[src/rtl/digit_serial_subtractor.sv]
// digit_serial_subtractor
//
// Digit-serial unsigned subtractor computing d = x - y - z (mod 2^WIDTH)
// with borrow-out b. One operand set is processed DIGIT bits per clock,
// least-significant digit first. There are N = WIDTH/DIGIT steps, so the
// result appears N cycles after the operands are accepted.
//
// Parameters:
//   WIDTH     operand width in bits (default 16)
//   DIGIT     bits processed per cycle (default 4). WIDTH must be an integer
//             multiple of DIGIT, and DIGIT must be at least 1.
//
// Ports:
//   clk        clock; all state changes happen on its rising edge
//   rst        synchronous, active-high reset
//   in_valid   an operand set (x, y, z) is present
//   in_ready   the block can accept an operand set (high only in IDLE)
//   x, y       minuend and subtrahend, WIDTH bits each
//   z          borrow-in
//   out_valid  the result (d, b) is valid
//   out_ready  the consumer accepts the result
//   d          difference, WIDTH bits
//   b          borrow-out; 1 when x < y + z (unsigned)
//   v          (only with SUBTRACTOR_OVERFLOW_EN) signed two's-complement
//              overflow, valid and held together with d
//
// Optional feature macro: SUBTRACTOR_OVERFLOW_EN adds the overflow output v.

`timescale 1ns/1ps

module digit_serial_subtractor #(
    parameter int WIDTH = 16,
    parameter int DIGIT = 4
) (
    input  logic             clk,
    input  logic             rst,
    input  logic             in_valid,
    output logic             in_ready,
    input  logic [WIDTH-1:0] x,
    input  logic [WIDTH-1:0] y,
    input  logic             z,
    output logic             out_valid,
    input  logic             out_ready,
    output logic [WIDTH-1:0] d,
    output logic             b
`ifdef SUBTRACTOR_OVERFLOW_EN
    ,
    output logic             v
`endif
);

    localparam int N     = WIDTH / DIGIT;
    localparam int CNT_W = (N > 1) ? $clog2(N) : 1;
    localparam logic [CNT_W-1:0] LAST = CNT_W'(N - 1);

    typedef enum logic [1:0] {
        IDLE = 2'd0,
        RUN  = 2'd1,
        DONE = 2'd2
    } state_t;

    state_t             state_reg;
    logic [WIDTH-1:0]   x_reg;
    logic [WIDTH-1:0]   y_reg;
    logic               borrow_reg;
    logic [CNT_W-1:0]   cnt_reg;

    // One-digit subtract. The extra top bit of the (DIGIT+1)-bit result
    // becomes 1 exactly when the digit underflows, i.e. it is the borrow.
    logic [DIGIT:0]     dig_full;
    logic [DIGIT-1:0]   dig_diff;
    logic               dig_borrow;
    logic [WIDTH-1:0]   x_next;

    assign dig_full   = {1'b0, x_reg[DIGIT-1:0]}
                      - {1'b0, y_reg[DIGIT-1:0]}
                      - {{DIGIT{1'b0}}, borrow_reg};
    assign dig_diff   = dig_full[DIGIT-1:0];
    assign dig_borrow = dig_full[DIGIT];

    // The minuend register doubles as the result accumulator: each step
    // shifts the consumed digit out at the bottom and inserts the new
    // difference digit at the top. After N steps it holds the full result.
    generate
        if (DIGIT == WIDTH) begin : g_single
            assign x_next = dig_diff;
        end else begin : g_multi
            assign x_next = {dig_diff, x_reg[WIDTH-1:DIGIT]};
        end
    endgenerate

`ifdef SUBTRACTOR_OVERFLOW_EN
    // Operand sign bits, kept because x_reg/y_reg are shifted away.
    logic x_sign_reg;
    logic y_sign_reg;
`endif

    always_ff @(posedge clk) begin
        if (rst) begin
            state_reg  <= IDLE;
            in_ready   <= 1'b1;
            out_valid  <= 1'b0;
            d          <= '0;
            b          <= 1'b0;
            x_reg      <= '0;
            y_reg      <= '0;
            borrow_reg <= 1'b0;
            cnt_reg    <= '0;
`ifdef SUBTRACTOR_OVERFLOW_EN
            v          <= 1'b0;
            x_sign_reg <= 1'b0;
            y_sign_reg <= 1'b0;
`endif
        end else begin
            case (state_reg)
                IDLE: begin
                    if (in_valid && in_ready) begin
                        x_reg      <= x;
                        y_reg      <= y;
                        borrow_reg <= z;
                        cnt_reg    <= '0;
                        in_ready   <= 1'b0;
                        state_reg  <= RUN;
`ifdef SUBTRACTOR_OVERFLOW_EN
                        x_sign_reg <= x[WIDTH-1];
                        y_sign_reg <= y[WIDTH-1];
`endif
                    end
                end
                RUN: begin
                    x_reg      <= x_next;
                    y_reg      <= y_reg >> DIGIT;
                    borrow_reg <= dig_borrow;
                    cnt_reg    <= cnt_reg + 1'b1;
                    if (cnt_reg == LAST) begin
                        d         <= x_next;
                        b         <= dig_borrow;
                        out_valid <= 1'b1;
                        state_reg <= DONE;
`ifdef SUBTRACTOR_OVERFLOW_EN
                        // dig_diff[DIGIT-1] is the result's sign bit here.
                        v <= (x_sign_reg != y_sign_reg)
                          && (dig_diff[DIGIT-1] != x_sign_reg);
`endif
                    end
                end
                DONE: begin
                    if (out_ready) begin
                        out_valid <= 1'b0;
                        in_ready  <= 1'b1;
                        state_reg <= IDLE;
                    end
                end
                default: begin
                    state_reg <= IDLE;
                    in_ready  <= 1'b1;
                    out_valid <= 1'b0;
                end
            endcase
        end
    end

endmodule

[config.mk]
export PLATFORM = sky130hd
export DESIGN_NAME = digit_serial_subtractor
export DESIGN_NICKNAME = d
export VERILOG_FILES = /design/src/rtl/digit_serial_subtractor.sv
export SDC_FILE = /design/constraint.sdc
export NUM_CORES = 1
export LEC_CHECK = 0
export ABC_CLOCK_PERIOD_IN_PS = 2900
export CAP_MARGIN = 20
export CORE_AREA = 5 5 108 110
export DETAILED_ROUTE_END_ITERATION = 8
export DIE_AREA = 0 0 113 115
export SYNTH_ARGS = -nofsm -noshare
export SYNTH_HDL_FRONTEND = slang
export SYNTH_SLANG_ARGS = --single-unit
export TNS_END_PERCENT = 5
[constraint.sdc]
create_clock -name clk -period 2.9 [get_ports clk]
set_input_delay 0.58 -clock clk [delete_from_list [all_inputs] [get_ports clk]]
set_output_delay 0.58 -clock clk [all_outputs]
set_load 0.02 [all_outputs]
==> run summary <==
# IOs = 56
root buf cell = clkbuf_8
Iter 0 DRT Violations = 132
Die Y = 115 um
Crit Path Category = register to register
Max-Cap Viols = 0
ys flop type = dfxtp_1
overall routing resource usage = 10.3%
Crit Path Max Fanout = 19
layout cells sized above 1 = 9.74%
die area = 13000 um^2
RSZ-0062 raised after global routing = false
Mapped Cells = 304
Synth area leaders = dfxtp_1 (44%), nand2_1 (12%), a311oi_2 (9.9%), nor2_1 (5.7%), a21oi_1 (4.3%)
EDFF count, synth = 0
fmax = 479 MHz
Layout Area Growth over Synthesis = 29.8%
final WL = 6560 um
mean post-synth cell area = 8.47 um^2
slew margin rel. = 58.9%
Tot Pwr = 1.80 mW
vias = 2188
CTS tree = yes
Max VDD drop = 0.224 mV
DR vias/cell = 4.47
register area share after synthesis = 43.6%
synth unique cells = 39
pre-CTS setup slack = 0.687 ns
CTS Hold Bufs = 0
R2R Setup Slk = 0.81 ns
H-tree levels = 2
clock tree buffer depth = 2
critical path's slowest cell = and2_1
cell count along the critical path = 5
share of the synthesized area in the top cell type = 43.6%
Synth Cell Area = 2570 um^2
CP required = 3.13 ns
outcome = completed
largest area contributor in the netlist = dfxtp_1
initial core utilization = 24.3%
final design utilization = 31.5%
TNS Setup = 0 ns
total grt overflow = 0
Final setup viols = 0
Max Transition Viols Final = 0
Synth top cells by count = nand2_1 (84), dfxtp_1 (56), nor2_1 (39)
Seq cells post-synth = 56
# resized after CTS = 0
asr flop ratio synth = 0%
routed length per instance = 13.4 um
R2R Path Start = state_reg[0]
ant diodes = 0
latest clock arrival within the worst-skew pair = 0.31 ns
die width = 113 um
clock skew = 0.0152 ns
first-pass GRT wire length = 10900 um
crit end category = register
vias in the first global route = 2183
Synth Net Count = 350
hold endpoint = out_valid
row cnt = 38
initial antenna violation count = 0
Placed Area = 3220 um^2
Clock transition at path regs = 0.10 ns
DP HPWL = 4840 um
hold depth = 2
largest net degree at the start of global routing = 52
Crit path arrival time = 2.31 ns
hold crit path type = register to register
Fin. Hold Viols = 0
delay of the slowest critical-path stage = 0.55 ns
CP Cell Sequence = nor2b_4 > buf_4 > and2_1 > nor2_1 > a211oi_1
buffers added on ports = 55
Setup Fix Bufs, Post-CTS = 0
HP Start = out_valid
core area = 10600 um^2
GP Congestion = 0.780
worst hold slack = 0.458 ns
Worst-Margin Slew = 0.617 ns
delay-heaviest family, CP = simple AND/OR/NAND/NOR gates
Buffers & Inverters on Critical Path = 1
DRC = 0
crit path from = state_reg[0]
most frequent cell after synthesis = nand2_1
pwr dens = 540 nW/um^2
final setup margin = 0.812 ns
period utilization = 72.0%
total CTS buffers = 5
Final Cell Area = 3340 um^2
Pre-antenna DRT Iters = 6
placed cell count = 481
static leakage = 1.19 nW
Final #Nets = 394
Yosys warnings = 0
CP Launch Type = register
RR Endpoint = d[13]
clk sinks = 56
Layout Cells excl Fill = 489
r2r worst-path depth = 5
Final ANT Viol Nets = 0
Final min period = 2.09 ns
==> cell usage in the layout, fill, tap and decap left out, types with 2 or more instances in the layout <==
cell type         n
a311oi_1          7
buf_4             3
clkbuf_8          5
nor2_1           39
o21ai_0           4
nand2b_1          2
clkinv_4          2
a211oi_1          2
a21oi_1          22
dfxtp_1          56
a22oi_1           4
clkdlybuf4s50_1  54
inv_1            11
fa_1              2
a311oi_2         17
xnor2_1           3
o21a_1            2
ha_1              7
nand2_1          84
==> area by class of cell <==
class	instances	area (um^2)
inverters	11	41.3
fillers	1120	7260
clock buffers	5	68.8
flip-flops and latches	56	1120
well taps	140	175
clock inverters	3	47.5
multi-input cells	215	1300
repair buffers	59	588
==> routing by layer <==
metal  track usage [%]  vias to the layer above  share of wire [%]
met5                 0                        -                  0
met4              2.08                        0               0.52
met3              3.05                        2                4.8
met2              16.0                       47                 44
met1              14.4                     1019                 50
li1                  -                     1120                  -
==> worst max path at each step <==
stage                       to  slack, ns
floorplan                d[15]       1.12
global placement     x_reg[12]       0.76
detailed placement  borrow_reg       0.69
CTS                      d[13]       0.79
global route             d[12]       0.54
finish                   d[13]       0.81
==> worst register-to-register path: stages (launching register included) <==
cell and delay [ns]:
dfxtp_1 0.47, nor2b_4 0.41, buf_4 0.28, and2_1 0.55, nor2_1 0.09, a211oi_1 0.22
==> power breakdown <==
group	total, mW	internal, mW	switching, mW	leakage, nW
logic	0.408	0.185	0.223	0.676
clock network	0.520	0.261	0.260	0.0583
registers	0.874	0.828	0.0457	0.459
total	1.80	1.27	0.528	1.19
==> cells by family (layout without fill, tap and decap cells) <==
logic type      Yosys count  after routing  synth area share [%]
fa+ha+maj                 9              9                  4.96
compound gates           66             66                  22.3
buf+inv                  33             78                  6.22
simple gates            137            137                  22.0
xor+xnor                  3              3                  1.02
flops                    56             56                  43.6
Note: power is estimated with default switching activity, not from simulation.
